## config.mk

```make
export PLATFORM = sky130hd
export DESIGN_NAME = bcd_display_ctrl
export DESIGN_NICKNAME = d
export VERILOG_FILES = /design/src/rtl/bcd_display_ctrl_pkg.sv /design/src/rtl/bcd_display_ctrl_bin2bcd_seq.sv /design/src/rtl/bcd_display_ctrl.sv
export SDC_FILE = /design/constraint.sdc
export NUM_CORES = 1
export LEC_CHECK = 0
export ABC_AREA = 0
export CAP_MARGIN = 10
export CORE_AREA = 2 2 81 91
export CTS_CLUSTER_SIZE = 16
export DETAILED_ROUTE_END_ITERATION = 10
export DIE_AREA = 0 0 83 93
export PLACE_DENSITY = 0.81
export SLEW_MARGIN = 20
export SYNTH_ARGS = -nofsm -noshare
export SYNTH_HDL_FRONTEND = slang
export SYNTH_SLANG_ARGS = --single-unit
```

## constraint.sdc

```tcl
create_clock -name CLK -period 2.6 [get_ports CLK]
set_input_delay 0.26 -clock CLK [delete_from_list [all_inputs] [get_ports CLK]]
set_output_delay 0.26 -clock CLK [all_outputs]
set_load 0.01 [all_outputs]
```

## src/rtl/bcd_display_ctrl_pkg.sv

```systemverilog
// Shared types, constants and datapath helpers for the two-digit BCD display controller.
// The double-dabble step and the auto-count wrap live here so both modules agree on them.
package bcd_display_ctrl_pkg;

    typedef enum logic [1:0] {
        ST_IDLE  = 2'd0,
        ST_SHIFT = 2'd1,
        ST_DONE  = 2'd2
    } conv_state_t;

    localparam int BIN_W  = 8;
    localparam int BCD_W  = 10;
    localparam int SR_W   = BCD_W + BIN_W;
    localparam int AUTO_W = 7;

    localparam logic [BIN_W-1:0] AUTO_MAX  = 8'd99;
    localparam logic [BIN_W-1:0] AUTO_WRAP = 8'd100;
    localparam logic [3:0]       SAT_DIGIT = 4'd9;
    localparam logic [2:0]       LAST_STEP = 3'd7;

    // One double-dabble iteration: correct each BCD digit that would overflow, then shift.
    // The 2-bit hundreds field never exceeds 2, so it needs no correction.
    function automatic logic [SR_W-1:0] dabble_step(input logic [SR_W-1:0] sr);
        logic [SR_W-1:0] adj;
        adj = sr;
        if (adj[11:8] >= 4'd5) begin
            adj[11:8] = adj[11:8] + 4'd3;
        end
        if (adj[15:12] >= 4'd5) begin
            adj[15:12] = adj[15:12] + 4'd3;
        end
        return {adj[SR_W-2:0], 1'b0};
    endfunction

    function automatic logic [AUTO_W-1:0] auto_next(input logic [AUTO_W-1:0] cur,
                                                    input logic [3:0]        inc);
        logic [BIN_W-1:0] sum;
        sum = {1'b0, cur} + {4'b0000, inc};
        if (sum >= AUTO_WRAP) begin
            sum = sum - AUTO_WRAP;
        end
        return sum[AUTO_W-1:0];
    endfunction

    function automatic logic [AUTO_W-1:0] seed_value(input logic [BIN_W-1:0] value);
        logic [BIN_W-1:0] clamped;
        clamped = (value > AUTO_MAX) ? AUTO_MAX : value;
        return clamped[AUTO_W-1:0];
    endfunction

endpackage

```

## src/rtl/bcd_display_ctrl_bin2bcd_seq.sv

```systemverilog
// Sequential 8-bit binary to 10-bit BCD converter: load on start, eight shift steps,
// then a single DONE cycle during which bcd holds the finished result.
module bin2bcd_seq
    import bcd_display_ctrl_pkg::*;
(
    input  logic             clk,
    input  logic             rst_n,
    input  logic             start,
    input  logic [BIN_W-1:0] data,
    output logic             busy,
    output logic             done,
    output logic [BCD_W-1:0] bcd
);

    conv_state_t     state;
    conv_state_t     state_next;
    logic [SR_W-1:0] sr;
    logic [2:0]      cnt;

    always_ff @(posedge clk or negedge rst_n) begin
        if (!rst_n) begin
            state <= ST_IDLE;
        end else begin
            state <= state_next;
        end
    end

    always_comb begin
        state_next = state;
        case (state)
            ST_IDLE:  if (start) state_next = ST_SHIFT;
            ST_SHIFT: if (cnt == LAST_STEP) state_next = ST_DONE;
            ST_DONE:  state_next = ST_IDLE;
            default:  state_next = ST_IDLE;
        endcase
    end

    // Shift register keeps its value through DONE so the commit edge sees the result.
    always_ff @(posedge clk or negedge rst_n) begin
        if (!rst_n) begin
            sr  <= '0;
            cnt <= '0;
        end else begin
            case (state)
                ST_IDLE: begin
                    if (start) begin
                        sr  <= {{BCD_W{1'b0}}, data};
                        cnt <= '0;
                    end
                end
                ST_SHIFT: begin
                    sr  <= dabble_step(sr);
                    cnt <= cnt + 3'd1;
                end
                default: begin
                    sr  <= sr;
                    cnt <= cnt;
                end
            endcase
        end
    end

    assign busy = (state != ST_IDLE);
    assign done = (state == ST_DONE);
    assign bcd  = sr[SR_W-1:BIN_W];

endmodule

```

## src/rtl/bcd_display_ctrl.sv

```systemverilog
// Two-digit BCD display driver: arbitrates host writes against a prescaled auto-count
// source, converts the winner with bin2bcd_seq and holds the committed digits on the pins.
module bcd_display_ctrl
    import bcd_display_ctrl_pkg::*;
#(
    parameter int TICK_W = 23
) (
    input  logic             CLK,
    input  logic             RST_N,
    input  logic             mode,
    input  logic [3:0]       step,
    input  logic             wr_valid,
    input  logic [BIN_W-1:0] wr_data,
    output logic             wr_ready,
    output logic [3:0]       ones,
    output logic [3:0]       tens,
    output logic             ovf,
    output logic             busy,
    output logic             tick,
    output logic             led
);

    localparam logic [TICK_W-1:0] PRESC_ONE = {{(TICK_W-1){1'b0}}, 1'b1};

    logic [TICK_W-1:0] presc;
    logic [AUTO_W-1:0] auto_val;
    logic              pending;
    logic              conv_busy;
    logic              conv_done;
    logic [BCD_W-1:0]  conv_bcd;
    logic              accept;
    logic              launch;
    logic              start;
    logic [BIN_W-1:0]  conv_data;

    always_ff @(posedge CLK or negedge RST_N) begin
        if (!RST_N) begin
            presc <= '0;
        end else begin
            presc <= presc + PRESC_ONE;
        end
    end

    assign tick = &presc;
    assign led  = presc[TICK_W-1];

    assign wr_ready  = !conv_busy;
    assign busy      = conv_busy;
    assign accept    = wr_valid && wr_ready;
    assign launch    = wr_ready && !wr_valid && pending && mode;
    assign start     = accept || launch;
    assign conv_data = accept ? wr_data : {1'b0, auto_val};

    // A host accept reseeds the counter and swallows a coincident tick. A tick that lands
    // on a launch edge re-arms pending, so the newer value gets its own conversion later.
    always_ff @(posedge CLK or negedge RST_N) begin
        if (!RST_N) begin
            auto_val <= '0;
            pending  <= 1'b0;
        end else if (!mode) begin
            pending  <= 1'b0;
        end else if (accept) begin
            auto_val <= seed_value(wr_data);
            pending  <= 1'b0;
        end else if (tick) begin
            auto_val <= auto_next(auto_val, step);
            pending  <= 1'b1;
        end else if (launch) begin
            pending  <= 1'b0;
        end
    end

    bin2bcd_seq u_conv (
        .clk   (CLK),
        .rst_n (RST_N),
        .start (start),
        .data  (conv_data),
        .busy  (conv_busy),
        .done  (conv_done),
        .bcd   (conv_bcd)
    );

    // Any non-zero hundreds digit saturates the two-digit display at 99.
    always_ff @(posedge CLK or negedge RST_N) begin
        if (!RST_N) begin
            tens <= '0;
            ones <= '0;
            ovf  <= 1'b0;
        end else if (conv_done) begin
            if (conv_bcd[9:8] != 2'b00) begin
                tens <= SAT_DIGIT;
                ones <= SAT_DIGIT;
                ovf  <= 1'b1;
            end else begin
                tens <= conv_bcd[7:4];
                ones <= conv_bcd[3:0];
                ovf  <= 1'b0;
            end
        end
    end

endmodule
```

; Word-level counts from Yosys, hierarchy flattened
; Cells that the tools add are included.
[word_totals]
reg_bits = 63
inputBits = 16
output_inout_bits = 13
elab_cells = 62
[op_classes]
add_sub_neg = 6
order_cmp = 4
n_eq_ne = 6
n_mux = 21
reduce_logical = 16
[ops]
columns = operator, n
row1 = $pmux W18 S2, 1
row2 = $mux W7, 4
row3 = $add A23 B1 Y23 const B, 1
row4 = $reduce_and A23 Y1, 1
row5 = $mux W18, 1
row6 = $mux W4, 4
row7 = $add A4 B2 Y4 const B, 2
row8 = $add A7 B4 Y8, 1
row9 = $ge A4 B3 Y1 const B, 2
row10 = $ge A8 B7 Y1 const B, 1
row11 = $gt A8 B7 Y1 const B, 1
row12 = $mux W8, 1
row13 = $reduce_bool A2 Y1, 4
row14 = $sub A7 B7 Y7 const B, 1
row15 = $pmux W3 S2, 1
row16 = $reduce_and A2 Y1, 3
row17 = $mux W1, 5
row18 = $logic_and A1 B1 Y1, 4
row19 = $mux W2, 2
row20 = $ne A4 B1 Y1 const B, 1
row21 = $pmux W2 S2, 1
row22 = $add A3 B1 Y3 const B, 1
row23 = $eq A3 B3 Y1 const B, 1
row24 = $mux W3, 1
row25 = 7 further kinds, 8

; Depth between registers and ports, before layout
; Gate-level depths: netlist of run 1.
[logic_depth]
word_depth = 9
depth_mapped = 13
mapped_depth_nobuf = 13

; Modules after synthesis
; Synthesis of run 1 repeated with hierarchy kept, for this count alone.
[unflattened]
cells_unflattened = 390
hier_area_um2 = 3609.7
[modules_own_cells]
columns = mod, instances, cells_each, area_each_um2, seq_area_each_um2
row1 = bcd_display_ctrl, 1, 255, 2290.9, 1001.0
row2 = bin2bcd_seq, 1, 135, 1318.8, 575.6

; Worst setup path after synthesis of run 1
; No wires, ideal clock.
[synth_timing]
kind = register to register
startpoint = register auto_val[0]
endpoint = register auto_val[4]
setup_ns = 0.079
arrival_ns = 2.620
required_ns = 2.521
slack_ns = -0.099
path_stages_with_launch = 14
n_path_buf = 0
synth_period_minus_slack_ns = 2.699
cell_sequence = dfrtp_1 ha_1 inv_1 fa_1 xor2_1 inv_1 ha_1 nand3b_1 nand2_1 o31ai_1 a2111oi_1 o31a_1 a31oi_1 a2bb2oi_1
[synth_via]
elab_chain_cells = 5
[synth_rtl]
columns = element, line_no
row1 = start: declaration, bcd_display_ctrl.sv:26  ; logic [AUTO_W-1:0] auto_val;
row2 = start signal: assignment, bcd_display_ctrl.sv:63  ; auto_val <= seed_value(wr_data);
row3 = start signal: assignment, bcd_display_ctrl.sv:66  ; auto_val <= auto_next(auto_val, step);
row4 = $add A7 B4 Y8 (*), bcd_display_ctrl_pkg.sv:38  ; sum = {1'b0, cur} + {4'b0000, inc};
row5 = $sub A7 B7 Y7 or $ge A8 B7 Y1 (tied branches), "bcd_display_ctrl_pkg.sv:40, bcd_display_ctrl_pkg.sv:39"
row6 = $mux W7 (*), bcd_display_ctrl_pkg.sv:39  ; if (sum >= AUTO_WRAP) begin
row7 = $mux W7 (*), bcd_display_ctrl.sv:65  ; end else if (tick) begin
row8 = $mux W7 (*), bcd_display_ctrl.sv:62  ; end else if (accept) begin
; Every way passes the cells marked *; elsewhere a longest branch is shown, timed or not. The select of a mux whose other input is x is not followed.
; A chain may end at the register's enable or synchronous reset.

; Final worst setup path of run 1
[layout_timing]
startpoint = input port step[1]
endpoint = register auto_val[4]
[layout_via]
elab_chain_cells = 5
[layout_rtl]
columns = element, line_no
row1 = start: declaration, bcd_display_ctrl.sv:11  ; input logic [3:0] step,
row2 = $add A7 B4 Y8 (*), bcd_display_ctrl_pkg.sv:38
row3 = $sub A7 B7 Y7 or $ge A8 B7 Y1 (tied branches), "bcd_display_ctrl_pkg.sv:40, bcd_display_ctrl_pkg.sv:39"
row4 = $mux W7 (*), bcd_display_ctrl_pkg.sv:39
row5 = $mux W7 (*), bcd_display_ctrl.sv:65
row6 = $mux W7 (*), bcd_display_ctrl.sv:62
; Marked as above.

==> impl_results.md, run 1 <==
- Gate family responsible for the most delay along the worst path: compound AO/OA/AOI/OAI gates
- Cells along the critical path: clkdlybuf4s50_1 -> ha_4 -> a21o_2 -> a211o_2 -> nand2_2 -> ha_2 -> nand3b_1 -> nand2_2 -> a41oi_2 -> o21a_1 -> o31a_1 -> a31oi_1 -> a2bb2oi_1
- Pin count of the biggest net entering global routing: 35
- Number of filler instances in the final layout: about 550
- Peak supply drop: between 0.6 and 0.7 mV
- Antenna violations before repair: 0
- Slew @ Worst Pin: roughly 0.74 ns
- WL/cell: about 15 um
- Estimated wirelength of the detail-placed design: 5310 um
- Sequential cell area: 1580 sq um
- Detailed Routing Iterations Pass 1: 4
- Leakage power of the design: roughly 0.0019 uW
- Worst-path maximum fanout: 5
- Total negative setup slack: -0.297 ns
- Clock Skews: around 0.0091 ns
- Global-route usage over all layers: 0.204
- F_max: between 0.3 and 0.4 GHz
- Relative contribution of the clock network to total power: 0.226
- Worst min-delay path class: register to register
- DRC violation count after routing: 0
- Switching part of the total power: 0.372
- Gate count after technology mapping: ~360
- Area taken by multi-input logic gates: about 1800 sq um
- Clock tree from TritonCTS: yes
- Hold Path Origin: ones[1]
- Starting utilization of the core area: 0.499
- Per-cell via count in the routed design: between 5 and 6
- Worst-Skew Late Latency: around 0.34 ns
- Final hold viol count: 0
- Area of all placed cells without fillers: between 4000 and 5000 sq um
- Worst setup timing slack at the placement stage: -0.542 ns
- Cell with the biggest individual delay on the critical path: clkdlybuf4s50_1
- Final global-route overflow total: 0
- Arrival time worst endpoint: 3.00 ns
- Final nets: between 400 and 500
- Number of primary I/O pins: 29
- Crit. End Element: register
- Total via count after detailed routing: around 2.9k
- Number of enable flip-flop cells after synthesis: 0
- Unrepaired setup endpoints after global routing: yes
- Area of the die: between 7000 and 8000 sq um
- Row Count: 32
- Worst reg2reg startpoint: auto_val[1]
- Share of synthesized registers carrying an async set or reset: 1.00
- Number of clock sinks: 63
- Critical path start-end classification: input port to register
- Reported net switching power: ~1700 uW
- Worst-case register-to-register setup slack: -0.12 ns
- Mean Syn Cell Area: 9.44 sq um
- Final Cycle Share: 1.05
- First DRT Iteration DRCs: 160
- Utilization after layout: 0.622
- Cell area after synthesis: 3420 sq um
- Pwr Density: ~1100 nW/um^2
- Post-synthesis to final-layout area growth: 24.6%
- Startpoint Class: input port
- Fraction of layout cells with a size suffix above 1: 0.176
- Internal power component: between 2000 and 3000 uW
- Max-cap violation count: 0
- Die W: slightly above 80 um
- Synth Net Count: roughly 390
- Antenna diodes: 0
- Sequential fraction of the synthesis area: 0.461
- Slew margin rel.: 0.510
- CORE AREA: roughly 7000 sq um
- Clock period minus worst slack: 2.74 ns
- Gp weighted congestion: between 0.9 and 1
- Warnings from Yosys: 0
- Clock root buffer: clkbuf_8
- Status: complete, but fails checks
- Number of nets with antenna violations after routing: 0
- Required time worst endpoint: around 2.9 ns
- First-pass GRT wire length: 12600 um
- Post-synthesis register bit count: 63
- Count of input and output buffers: 28
- Count of endpoints failing setup in the final report: 4
- Y dimension of the die: between 90 and 100 um
- Clock-pin slew reported for the worst setup and hold paths after clock tree synthesis: 0.08 ns
- Area after detailed placement: ~4000 sq um
- Primary flip-flop cell chosen by synthesis mapping: dfrtp_1
- PnR worst setup slack: -0.140 ns
- Highest cell delay on the worst timing path: approximately 0.53 ns
- Number of clock buffers inserted by TritonCTS: 9
- Most used cell, CP: nand2_2
- Number of global-route vias before repair: around 2.8k
- Final-report max-slew violation count: 0
- Worst Setup SP: step[1]
- Wirelength, routed: around 7500 um
- Part of the power in registers: 0.324
- Portion of total power attributed to combinational logic: 0.450
- Violated checks: negative setup slack
- WP buf/inv: 1
- Unique masters post-synth: 57
- Total number of H-tree levels: 3
- Number of buffers on the longest clock path: 2
## metrics by stage
step	instances	total power [uW]	hold slack [ns]
global placement	481	3370	0.367
floorplan	362	2770	-0.0356
global route	505	4980	0.495
CTS	502	4600	0.481
finish	505	4630	0.480
detailed placement	481	3440	0.383
## what timing repair did
action | 4_1_cts | 5_1_grt
endpoints found under the hold margin | 2 | 0
buffers inserted | 4 | 3
pin swaps | 8 | 6
endpoints found under the setup margin | 5 | 6
resized for setup | 11 | 5
hold buffers | 1 | 0
## Yosys cell counts, types with 3 or more instances
master,instances,area [sq um]
o21ai_0,28,140
ha_1,13,163
and3_1,3,18.8
xnor2_1,19,166
xor2_1,9,78.8
a21oi_1,28,140
nand2b_1,5,31.3
nand2_1,49,184
dfrtp_1,63,1580
or3_1,3,18.8
o31ai_1,4,30.0
nand4_1,4,25.0
nand3_1,14,70.1
a31oi_1,4,25.0
clkbuf_1,6,22.5
a22o_1,8,70.1
and2_1,3,18.8
nor2_1,27,101
nor3_1,4,20.0
inv_1,19,71.3
nor2b_1,3,18.8
## flip-flops by register name, summed over array words and instances, names as in the netlist
name          count
presc            23
u_conv.sr        18
auto_val          7
ones              4
tens              4
u_conv.cnt        3
u_conv.state      2
ovf               1
pending           1
## layout by cell type (no fill, tap or decap), types with 9 or more instances in the layout
cell             netlist  layout
a21oi_1               28      28
buf_4                  0      27
clkbuf_8               2       9
clkdlybuf4s50_1        0      25
dfrtp_1               63      63
ha_1                  13       9
inv_1                 19      18
nand2_1               49      47
nand3_1               14      14
nor2_1                27      26
o21ai_0               28      28
xnor2_1               19      19
## layer usage
layer | track usage | vias up | part of all wire
met5 | 0 | - | 0
met4 | 0.0970 | 0 | 0.018
met3 | 0.0424 | 11 | 0.047
met2 | 0.353 | 77 | 0.51
met1 | 0.244 | 1395 | 0.42
li1 | - | 1375 | -
## logic make-up (layout without fill, tap and decap cells)
logic type | Yosys count | in the layout | synth area share
AND/OR/NAND/NOR | 126 | 126 | 0.180
AO/OA/AOI/OAI | 98 | 98 | 0.186
buffers and inverters | 33 | 91 | 0.0476
XOR/XNOR | 28 | 28 | 0.0718
adder cells (fa/ha/maj) | 14 | 14 | 0.0535
flip-flops | 63 | 63 | 0.461
## area by class of cell
class,count,area share
Tap cell,85,0.0250
Sequential cell,63,0.370
Multi-Input combinational cell,266,0.416
Inverter,19,0.0167
Clock buffer,9,0.0291
Timing Repair Buffer,56,0.115
Clock inverter,7,0.0285
## final timing paths
kind | cells after the start | to
setup / recovery | 13 | auto_val[4]
hold / removal | 2 | ones[1]
setup reg to reg | 12 | auto_val[4]
hold reg to reg | 2 | ones[1]
max in group asynchronous | 3 | u_conv.cnt[2]
min in group asynchronous | 2 | tens[1]
## power groups by stage
| stage | Clock [uW] | Sequential [uW] | Combinational (uW) |
|---|---|---|---|
| floorplan | 0 | 1440 | 1330 |
| global placement | 0 | 1490 | 1880 |
| detailed placement | 0 | 1510 | 1930 |
| CTS | 1060 | 1500 | 2040 |
| global route | 1110 | 1540 | 2330 |
| finish | 1040 | 1500 | 2090 |
## worst reg2reg max path, stage by stage, from the launching register on
cell       delay [ns]
dfrtp_1          0.42
ha_4             0.24
a21o_2           0.19
a211o_2          0.30
nand2_2          0.09
ha_2             0.17
nand3b_1         0.13
nand2_2          0.16
a41oi_2          0.12
o21a_1           0.21
o31a_1           0.30
a31oi_1          0.13
a2bb2oi_1        0.17
Note: power is estimated with default switching activity, not from simulation.
==> inputs of run 2 (changes only) <==
- SKIP_LAST_GASP: default -> 1
==> results of run 2 <==
Same layout as run 1: the final DEF is identical, and so are final timing and power.
